--- config.mk ---
export PLATFORM = sky130hd
export DESIGN_NAME = aib_driver_ctrl_flat
export DESIGN_NICKNAME = d
export VERILOG_FILES = /design/src/rtl/aib_driver_ctrl_pkg.sv /design/src/rtl/aib_driver_ctrl_if.sv /design/src/rtl/aib_driver_ctrl_deadtime.sv /design/src/rtl/aib_driver_ctrl.sv /design/src/flat_wrapper.sv
export SDC_FILE = /design/constraint.sdc
export NUM_CORES = 1
export LEC_CHECK = 0
export CORE_UTILIZATION = 48
export CTS_CLUSTER_DIAMETER = 120
export DETAILED_ROUTE_END_ITERATION = 8
export PLACE_DENSITY = 0.76
export SYNTH_ARGS = -nofsm -noshare
export SYNTH_HDL_FRONTEND = slang
export SYNTH_SLANG_ARGS = --single-unit
--- constraint.sdc ---
create_clock -name clk -period 1.8 [get_ports clk]
set_clock_uncertainty 0.2 [all_clocks]
set_input_delay 0.27 -clock clk [delete_from_list [all_inputs] [get_ports clk]]
set_output_delay 0.27 -clock clk [all_outputs]
set_load 0.01 [all_outputs]
--- src/rtl/aib_driver_ctrl_pkg.sv ---
// Shared types and constants for the AIB pad driver sequencer.
package aib_drv_ctrl_pkg;

  localparam int AIB_DRV_STR_W = 3;
  localparam logic [AIB_DRV_STR_W-1:0] AIB_DRV_STR_MAX = '1;

  typedef enum logic [1:0] {
    ST_OFF  = 2'd0,
    ST_RAMP = 2'd1,
    ST_ON   = 2'd2
  } drv_state_e;

  typedef enum logic [1:0] {
    KEEP_NONE = 2'b00,
    KEEP_PU   = 2'b01,
    KEEP_PD   = 2'b10,
    KEEP_RSVD = 2'b11
  } keeper_e;

  function automatic logic [AIB_DRV_STR_W-1:0] str_min(
    input logic [AIB_DRV_STR_W-1:0] a,
    input logic [AIB_DRV_STR_W-1:0] b
  );
    return (a < b) ? a : b;
  endfunction

endpackage

--- src/rtl/aib_driver_ctrl_if.sv ---
// Core-side request and pad-side control bundle of one AIB driver sequencer.
interface aib_driver_ctrl_if;
  import aib_drv_ctrl_pkg::*;

  logic                     tx_en;
  logic                     tx_data;
  logic [AIB_DRV_STR_W-1:0] cfg_pdrv;
  logic [AIB_DRV_STR_W-1:0] cfg_ndrv;
  logic [1:0]               cfg_keeper;
  logic                     C_PU;
  logic [AIB_DRV_STR_W-1:0] C_PDRV;
  logic                     PDRV;
  logic                     C_PD;
  logic [AIB_DRV_STR_W-1:0] C_NDRV;
  logic                     NDRV;
  logic                     tx_ready;

  modport master (
    output tx_en, tx_data, cfg_pdrv, cfg_ndrv, cfg_keeper,
    input  C_PU, C_PDRV, PDRV, C_PD, C_NDRV, NDRV, tx_ready
  );

  modport slave (
    input  tx_en, tx_data, cfg_pdrv, cfg_ndrv, cfg_keeper,
    output C_PU, C_PDRV, PDRV, C_PD, C_NDRV, NDRV, tx_ready
  );

endinterface

--- src/rtl/aib_driver_ctrl_deadtime.sv ---
// Break-before-make generator: holds the driven level and inserts DEADTIME
// cycles with both legs off whenever the sampled data disagrees with it.
module aib_drv_deadtime
  import aib_drv_ctrl_pkg::*;
#(
  parameter int DEADTIME = 1
) (
  input  logic clk,
  input  logic rst,
  input  logic i_en,
  input  logic i_first,
  input  logic i_data,
  output logic o_pdrv,
  output logic o_ndrv
);

  localparam logic [3:0] DT_LAST = 4'(DEADTIME - 1);

  logic       r_samp;
  logic       r_level;
  logic       r_dead;
  logic [3:0] r_dt;
  logic       r_pdrv;
  logic       r_ndrv;

  always_ff @(posedge clk or posedge rst) begin
    if (rst) begin
      r_samp  <= 1'b0;
      r_level <= 1'b0;
      r_dead  <= 1'b0;
      r_dt    <= '0;
      r_pdrv  <= 1'b1;
      r_ndrv  <= 1'b0;
    end else begin
      r_samp <= i_data;
      if (!i_en) begin
        r_dead <= 1'b0;
        r_dt   <= '0;
        r_pdrv <= 1'b1;
        r_ndrv <= 1'b0;
      end else if (i_first) begin
        // First drive after enable needs no gap: both legs were already off.
        r_level <= i_data;
        r_dead  <= 1'b0;
        r_dt    <= '0;
        r_pdrv  <= ~i_data;
        r_ndrv  <= ~i_data;
      end else if (r_dead) begin
        if (r_dt != '0) begin
          r_dt   <= r_dt - 4'd1;
          r_pdrv <= 1'b1;
          r_ndrv <= 1'b0;
        end else begin
          r_dead  <= 1'b0;
          r_level <= r_samp;
          r_pdrv  <= ~r_samp;
          r_ndrv  <= ~r_samp;
        end
      end else if (r_samp != r_level) begin
        r_dead <= 1'b1;
        r_dt   <= DT_LAST;
        r_pdrv <= 1'b1;
        r_ndrv <= 1'b0;
      end else begin
        r_pdrv <= ~r_level;
        r_ndrv <= ~r_level;
      end
    end
  end

  assign o_pdrv = r_pdrv;
  assign o_ndrv = r_ndrv;

endmodule

--- src/rtl/aib_driver_ctrl.sv ---
// Sequencer for one AIB pad driver: enable FSM, strength codes, keeper select.
// Soft-start ramp present only when AIB_DRV_CTRL_RAMP_EN is defined.
module aib_driver_ctrl
  import aib_drv_ctrl_pkg::*;
#(
  parameter int DEADTIME      = 1,
  parameter int RAMP_STEP_CYC = 4
) (
  input  logic             clk,
  input  logic             rst,
  aib_driver_ctrl_if.slave io_bus
);

  localparam int W = AIB_DRV_STR_W;

  if (DEADTIME < 1 || DEADTIME > 15 || RAMP_STEP_CYC < 1 || RAMP_STEP_CYC > 15) begin : g_bad_param
    $error("aib_driver_ctrl: DEADTIME/RAMP_STEP_CYC out of range 1..15");
  end

  drv_state_e r_state, w_state_nxt;
  logic [W-1:0] r_tgt_p, r_tgt_n;
  logic [W-1:0] r_c_pdrv, r_c_ndrv, w_c_pdrv_nxt, w_c_ndrv_nxt;
  logic         r_c_pu, r_c_pd, r_ready, r_first;
  logic         w_c_pu_nxt, w_c_pd_nxt, w_ready_nxt, w_cap;
  logic         w_dt_en;
  keeper_e      w_keep;

  assign w_keep = keeper_e'(io_bus.cfg_keeper);

`ifdef AIB_DRV_CTRL_RAMP_EN
  localparam logic [3:0] STEP_LAST = 4'(RAMP_STEP_CYC - 1);

  logic [W-1:0] r_step, w_max_t;
  logic [3:0]   r_cnt;

  assign w_max_t = (r_tgt_p > r_tgt_n) ? r_tgt_p : r_tgt_n;

  // r_step is the code presented at the next edge; it restarts at 1 on every enable.
  always_ff @(posedge clk or posedge rst) begin
    if (rst) begin
      r_step <= W'(1);
      r_cnt  <= '0;
    end else if (!io_bus.tx_en || r_state != ST_RAMP) begin
      r_step <= W'(1);
      r_cnt  <= '0;
    end else if (r_cnt == STEP_LAST) begin
      r_cnt <= '0;
      if (r_step != AIB_DRV_STR_MAX) r_step <= r_step + W'(1);
    end else begin
      r_cnt <= r_cnt + 4'd1;
    end
  end
`endif

  always_ff @(posedge clk or posedge rst) begin
    if (rst) begin
      r_state  <= ST_OFF;
      r_tgt_p  <= '0;
      r_tgt_n  <= '0;
      r_c_pdrv <= '0;
      r_c_ndrv <= '0;
      r_c_pu   <= 1'b1;
      r_c_pd   <= 1'b0;
      r_ready  <= 1'b0;
      r_first  <= 1'b0;
    end else begin
      r_state  <= w_state_nxt;
      r_c_pdrv <= w_c_pdrv_nxt;
      r_c_ndrv <= w_c_ndrv_nxt;
      r_c_pu   <= w_c_pu_nxt;
      r_c_pd   <= w_c_pd_nxt;
      r_ready  <= w_ready_nxt;
      r_first  <= io_bus.tx_en && (r_state == ST_OFF);
      if (w_cap) begin
        r_tgt_p <= io_bus.cfg_pdrv;
        r_tgt_n <= io_bus.cfg_ndrv;
      end
    end
  end

  // Outputs follow the current state, except disable which acts on this edge.
  always_comb begin
    w_state_nxt  = r_state;
    w_c_pdrv_nxt = '0;
    w_c_ndrv_nxt = '0;
    w_ready_nxt  = 1'b0;
    w_cap        = 1'b0;
    w_c_pu_nxt   = (w_keep != KEEP_PU);
    w_c_pd_nxt   = (w_keep == KEEP_PD);
    if (!io_bus.tx_en) begin
      w_state_nxt = ST_OFF;
    end else begin
      case (r_state)
        ST_OFF: begin
          w_cap = 1'b1;
`ifdef AIB_DRV_CTRL_RAMP_EN
          w_state_nxt = ST_RAMP;
`else
          w_state_nxt = ST_ON;
`endif
        end
`ifdef AIB_DRV_CTRL_RAMP_EN
        ST_RAMP: begin
          w_c_pu_nxt   = 1'b1;
          w_c_pd_nxt   = 1'b0;
          w_c_pdrv_nxt = str_min(r_step, r_tgt_p);
          w_c_ndrv_nxt = str_min(r_step, r_tgt_n);
          if (r_step >= w_max_t) begin
            w_ready_nxt = 1'b1;
            w_state_nxt = ST_ON;
          end
        end
`endif
        ST_ON: begin
          w_c_pu_nxt   = 1'b1;
          w_c_pd_nxt   = 1'b0;
          w_c_pdrv_nxt = r_tgt_p;
          w_c_ndrv_nxt = r_tgt_n;
          w_ready_nxt  = 1'b1;
        end
        default: w_state_nxt = ST_OFF;
      endcase
    end
  end

  assign w_dt_en = io_bus.tx_en && (r_state != ST_OFF);

  aib_drv_deadtime #(
    .DEADTIME (DEADTIME)
  ) u_deadtime (
    .clk     (clk),
    .rst     (rst),
    .i_en    (w_dt_en),
    .i_first (r_first),
    .i_data  (io_bus.tx_data),
    .o_pdrv  (io_bus.PDRV),
    .o_ndrv  (io_bus.NDRV)
  );

  assign io_bus.C_PU     = r_c_pu;
  assign io_bus.C_PD     = r_c_pd;
  assign io_bus.C_PDRV   = r_c_pdrv;
  assign io_bus.C_NDRV   = r_c_ndrv;
  assign io_bus.tx_ready = r_ready;

endmodule
--- src/flat_wrapper.sv ---
// flat-port wrapper written by rule: the top's interface ports become plain ports
module aib_driver_ctrl_flat import aib_drv_ctrl_pkg::*;
#(
  parameter int DEADTIME      = 1,
  parameter int RAMP_STEP_CYC = 4
)
  (clk, rst, io_bus_tx_en, io_bus_tx_data, io_bus_cfg_pdrv, io_bus_cfg_ndrv, io_bus_cfg_keeper, io_bus_C_PU, io_bus_C_PDRV, io_bus_PDRV, io_bus_C_PD, io_bus_C_NDRV, io_bus_NDRV, io_bus_tx_ready);
  aib_driver_ctrl_if io_bus_i ();
  input  logic clk;
  input  logic rst;
  input wire logic [$bits(io_bus_i.tx_en)-1:0] io_bus_tx_en;
  input wire logic [$bits(io_bus_i.tx_data)-1:0] io_bus_tx_data;
  input wire logic [$bits(io_bus_i.cfg_pdrv)-1:0] io_bus_cfg_pdrv;
  input wire logic [$bits(io_bus_i.cfg_ndrv)-1:0] io_bus_cfg_ndrv;
  input wire logic [$bits(io_bus_i.cfg_keeper)-1:0] io_bus_cfg_keeper;
  output wire logic [$bits(io_bus_i.C_PU)-1:0] io_bus_C_PU;
  output wire logic [$bits(io_bus_i.C_PDRV)-1:0] io_bus_C_PDRV;
  output wire logic [$bits(io_bus_i.PDRV)-1:0] io_bus_PDRV;
  output wire logic [$bits(io_bus_i.C_PD)-1:0] io_bus_C_PD;
  output wire logic [$bits(io_bus_i.C_NDRV)-1:0] io_bus_C_NDRV;
  output wire logic [$bits(io_bus_i.NDRV)-1:0] io_bus_NDRV;
  output wire logic [$bits(io_bus_i.tx_ready)-1:0] io_bus_tx_ready;
  assign io_bus_i.tx_en = io_bus_tx_en;
  assign io_bus_i.tx_data = io_bus_tx_data;
  assign io_bus_i.cfg_pdrv = io_bus_cfg_pdrv;
  assign io_bus_i.cfg_ndrv = io_bus_cfg_ndrv;
  assign io_bus_i.cfg_keeper = io_bus_cfg_keeper;
  assign io_bus_C_PU = io_bus_i.C_PU;
  assign io_bus_C_PDRV = io_bus_i.C_PDRV;
  assign io_bus_PDRV = io_bus_i.PDRV;
  assign io_bus_C_PD = io_bus_i.C_PD;
  assign io_bus_C_NDRV = io_bus_i.C_NDRV;
  assign io_bus_NDRV = io_bus_i.NDRV;
  assign io_bus_tx_ready = io_bus_i.tx_ready;
  aib_driver_ctrl #(.DEADTIME(DEADTIME), .RAMP_STEP_CYC(RAMP_STEP_CYC)) u_core (.clk(clk), .rst(rst), .io_bus(io_bus_i));
endmodule
### Word-level counts from Yosys, hierarchy flattened

Cells that the tools add are included.

| operators by class | value |
|---|---|
| $add $sub $neg | 1 |
| eq/ne operators | 8 |
| mux-type cells | 37 |
| bitwise gates (word level) | 3 |
| reduce and logical (&&, ||, !) cells | 8 |

Operator list:

| cell | number |
|---|---|
| $mux W1 | 26 |
| $mux W4 | 5 |
| $mux W3 | 4 |
| $eq A2 B2 Y1 const B | 2 |
| $ne A2 B1 Y1 const B | 2 |
| $ne A4 B1 Y1 const B | 1 |
| $ne A4 B2 Y1 const B | 1 |
| $pmux W2 S2 | 1 |
| $reduce_bool A2 Y1 | 2 |
| $reduce_bool A4 Y1 | 1 |
| $sub A4 B1 Y4 const B | 1 |
| $not A1 Y1 | 3 |
| $reduce_and A3 Y1 | 1 |
| $logic_and A1 B1 Y1 | 2 |
| $logic_not A2 Y1 | 1 |
| $mux W2 | 1 |
| $ne A2 B2 Y1 const B | 1 |
| $reduce_and A2 Y1 | 1 |
| $ne A1 B1 Y1 | 1 |

| storage, ports and cells | value |
|---|---|
| flip-flop bits (word level) | 27 |
| input bits | 12 |
| logic and storage cells | 72 |

### Depth between registers and ports, before layout

| depth | value |
|---|---|
| depth in word-level cells | 5 |
| depth in mapped cells | 5 |
| mapped depth without buffers | 5 |

### Cells and area by module

A second synthesis with hierarchy kept.

| unflattened totals | value |
|---|---|
| cell total of the unflattened synthesis | 88 |
| area total of the unflattened synthesis | 1131.1 um^2 |

By module, submodules not included:

| module | instances | cells an instance | area each (um^2) | seq. area each (um^2) |
|---|---|---|---|---|
| aib_driver_ctrl | 1 | 36 | 618.1 | 426.7 |
| aib_drv_deadtime | 1 | 52 | 513.0 | 226.5 |

### Worst setup path before layout

OpenSTA, ideal clock, no wires.

| path | value |
|---|---|
| kind | flip-flop to flip-flop |
| start | reg u_core.u_deadtime.r_dt[0] |
| end | reg u_core.u_deadtime.r_dt[3] |
| arrival | 1.295 ns |
| data required time | 1.522 ns |
| setup slack | 0.228 ns |
| cell stages (with the launch flop) | 4 |
| buffers on the path | 0 |
| path through | dfrtp_1 > or4b_1 > or3_1 > a21oi_1 |

| between the ends | value |
|---|---|
| longest elaborated chain between the ends | 5 |
| elaborated cells between the ends (all ways) | 8 |

Ends and longest elaborated chain:

| element | line | RTL |
|---|---|---|
| from (decl) | aib_driver_ctrl_deadtime.sv:22 | `logic [3:0] r_dt;` |
| from (signal assigned) | aib_driver_ctrl_deadtime.sv:50 | `r_dt <= r_dt - 4'd1;` |
| $sub A4 B1 Y4 | aib_driver_ctrl_deadtime.sv:50 |  |
| $mux W4 | aib_driver_ctrl_deadtime.sv:49 | `if (r_dt != '0) begin` |
| $mux W4 | aib_driver_ctrl_deadtime.sv:48 | `end else if (r_dead) begin` |
| $mux W4 | aib_driver_ctrl_deadtime.sv:41 | `end else if (i_first) begin` |
| $mux W4 | aib_driver_ctrl_deadtime.sv:36 | `if (!i_en) begin` |

Parallel ways exist; a longest one is shown, timed or not. The select of a mux whose other input is x is not followed.
A chain may end at the register's enable or synchronous reset.

### Worst setup path after layout

| path | value |
|---|---|
| start | reg u_core.u_deadtime.r_dt[0] |
| end | reg u_core.u_deadtime.r_dt[1] |

The elaborated chain is that of the path after synthesis.

==> impl_metrics.tcl <==
set metrics [dict create \
    diodes 0 \
    root_buffer "clkbuf_4" \
    yosysSeqAreaShare_pct 60.6 \
    drt_wl_total_mm 1.89 \
    syn_inst 88 \
    grt_pass1_vias 720 \
    antenna_found_initial 0 \
    p_per_area_nw_per_um2 762 \
    synth.distinct_cells 29 \
    fin_setup_tns_ns 0 \
    cts_setup_buffers 0 \
    synthArstFlopShare_pct 100 \
    coreArea_um2 2040 \
    wire_per_inst_um 12.9 \
    pre_cts_ws_ns 0.0269 \
    synth_area_um2 1080 \
    initial_core_util_pct 52.8 \
    die_area_um2 2440 \
    required_ns 1.86 \
    ys_warn_count 0 \
    drtIter0Drc 8 \
    clkPwrFrac_pct 23.7 \
    globalRouteMet1Util_pct 21.0 \
    rsz0062_at_grt "no" \
    hold_path.class "input pin to asynchronous set/reset pin" \
    vias 758 \
    netlist_top_cells_area "dfrtp_1 (56%), mux2_2 (6.3%), dfstp_2 (4.9%), ha_1 (4.6%), and3_1 (3.5%)" \
    grt_max_degree 27 \
    setup_slack_ns 0.0963 \
    tritoncts "yes" \
    maxSlewHeadroom_pct 79.5 \
    end_kind "register" \
    synth_common_cells "dfrtp_1 (24), inv_1 (7), a21oi_1 (6), and3_1 (6), mux2_2 (6)" \
    rows 16 \
    cts_inserted_buffers 3 \
    met3_usage_pct 3.74 \
    grt_overflow_total 0 \
    worst_slew_pin_slew_ns 0.307 \
    port_buffers 22 \
    hpwl_mm 1.38 \
    path_max_fanout 6 \
    yosysTopAreaCellShare_pct 55.7 \
    maxCapViolCount 0 \
    cp_num_buf_inv 1 \
    ys_ff_latch 26 \
    clk_path_buf_depth 2 \
    hold_violations 0 \
    area_delta_synth_final_pct 30.2 \
    routabilityCongestion 0.774 \
    n_fill_cell 159 \
    timing.critical_path.arrival_ns 1.76 \
    clock_latency_ns 0.32 \
    drtPass1Iterations 3 \
    r2r_slack_ns 0.1 \
    syn_nets 104 \
    crit_chain "inv_1 > ha_1 > and4bb_2 > or3_1 > a21oi_1" \
    fmax_mhz 587 \
    cts_resized 2 \
    cts.sinks 26 \
    r2r_end "u_core.u_deadtime.r_dt[1]" \
    synth_area_per_cell_um2 12.2 \
    synth_top_cell_by_area "dfrtp_1" \
    yosysMostFrequentCell "dfrtp_1" \
    cp_top_family "simple AND/OR/NAND/NOR gates" \
    busiest_layer "met2" \
    p_seq_share_pct 60.8 \
    nNetsFinal 136 \
    slowest_stage "dfrtp_1" \
    slew_violations 0 \
    cts.clk_slew.worst_paths_ns 0.13 \
    p_leak_nw 0.630 \
    netSwitchingFraction_pct 24.2 \
    combPwrFrac_pct 15.5 \
    rr_worst_depth 5 \
    die_y_um 49.4 \
    grt_pass1_wl_mm 3.07 \
    worst-setup-path-type "register to register" \
    power_switching_w 0.000259 \
    finalSetupViolCount 0 \
    htree_levels 1 \
    track_usage_pct 16.8 \
    synthFlopType "dfrtp_1" \
    seq_area_um2 653 \
    postCtsHoldBufs 0 \
    timing.rr.start "u_core.u_deadtime.r_dt[0]" \
    drive_above_1_share_pct 17.6 \
    synth_edf_count 0 \
    use_met2_pct 27.9 \
    fin_crit_sh_pct 94.7 \
    startpoint_type "register" \
    status "completed" \
    peakVddDrop_uv 506 \
    final_antenna_net_count 0 \
    ios 23 \
    min_period_ns 1.70 \
    remaining_drc_errors 0 \
    viasPerCell 5.19 \
    intPower_w 0.000810 \
    multi_input_area_um2 378 \
    die_w_um 49.4 \
    max_stage_delay_ns 0.39 \
]
[routing by layer]
layer | part of all wire (%) | up-vias
met3 | 5.1 | 5
met4 | 1.7 | 0
met2 | 46 | 24
li1 | - | 368
met5 | 0 | -
met1 | 47 | 361
[cells by family after synthesis]
kind of cell	after synthesis	share of synthesized area, %
mux	6	6.27
compound gates	13	7.09
flops	26	60.6
buf+inv	11	4.30
simple gates	28	17.1
fa+ha+maj	4	4.65
[tightest hold or removal path: stages]
cell,delay (ns)
clkdlybuf4s50_1,0.39
inv_1,0.05
buf_4,0.29
[placed cells by master (no fill, tap or decap)]
master | synthesis | final
or4b_1 | 1 | 1
a21oi_1 | 6 | 6
dfrtp_1 | 24 | 24
nor2_1 | 2 | 2
clkdlybuf4s50_1 | 0 | 20
nand4bb_1 | 1 | 1
a22o_1 | 1 | 1
nand3_1 | 2 | 2
mux2_2 | 6 | 6
nor3_1 | 2 | 2
o311ai_0 | 1 | 1
inv_1 | 7 | 7
nor3b_1 | 1 | 1
nand2_1 | 2 | 2
o21ai_0 | 4 | 4
or4_1 | 1 | 1
and4_1 | 1 | 1
dlygate4sd2_1 | 0 | 2
nand2b_1 | 2 | 2
and4bb_2 | 1 | 1
nand4b_1 | 1 | 1
ha_1 | 4 | 4
dfstp_2 | 2 | 2
clkbuf_4 | 0 | 3
and3_1 | 6 | 6
clkbuf_1 | 2 | 1
or3_1 | 2 | 2
a221oi_1 | 1 | 1
nand3b_1 | 1 | 1
buf_4 | 1 | 9
nor2b_1 | 2 | 2
[stage by stage]
step                hold WS (ns)  utilization [%]  area, um^2  cells  total power, W
floorplan                  0.101                -        1080     88        0.000742
global placement           0.283             67.5        1380    142        0.000824
detailed placement         0.289             67.5        1380    142        0.000830
CTS                       0.0887             68.7        1400    146         0.00107
global route              0.0975             68.7        1400    146         0.00112
finish                    0.0704             68.7        1400    146         0.00107
[layout make-up]
cell class                 count  area share (%)
clock buffer                   4            1.87
tap                           27            2.41
multi-input combinational     51            26.9
inverter                       7            1.87
sequential                    26            46.6
timing repair buffer          31            20.3
[sequential cells by signal (all words and copies together) (netlist names)]
register,cells
u_core.r_tgt_p,3
u_core.r_tgt_n,3
u_core.r_first,1
u_core.io_bus.tx_ready,1
u_core.io_bus.C_PDRV,3
u_core.u_deadtime.r_dead,1
u_core.io_bus.C_NDRV,3
u_core.u_deadtime.o_ndrv,1
u_core.io_bus.C_PD,1
u_core.u_deadtime.r_level,1
u_core.u_deadtime.r_samp,1
u_core.io_bus.C_PU,1
u_core.u_deadtime.o_pdrv,1
u_core.r_state,1
u_core.u_deadtime.r_dt,4
[worst max path at each step]
stage,startpoint,end,cells after the start
global placement,io_bus_tx_en,u_core.r_tgt_n[2],4
global route,u_core.u_deadtime.r_dt[0],u_core.u_deadtime.o_ndrv,5
floorplan,u_core.u_deadtime.r_dt[0],u_core.u_deadtime.r_dt[3],3
detailed placement,io_bus_tx_en,u_core.r_tgt_p[2],4
finish,u_core.u_deadtime.r_dt[0],u_core.u_deadtime.r_dt[1],5
CTS,u_core.u_deadtime.r_dt[0],u_core.u_deadtime.r_dt[1],5
[power groups by stage]
stage | logic, W | registers [W] | clock network (W)
2_1_floorplan | 0.0000819 | 0.000660 | 0
3_3_place_gp | 0.000165 | 0.000659 | 0
3_5_place_dp | 0.000168 | 0.000662 | 0
4_1_cts | 0.000168 | 0.000650 | 0.000255
5_1_grt | 0.000181 | 0.000655 | 0.000281
6_report | 0.000166 | 0.000650 | 0.000254
(Power assumes the default switching activity.)
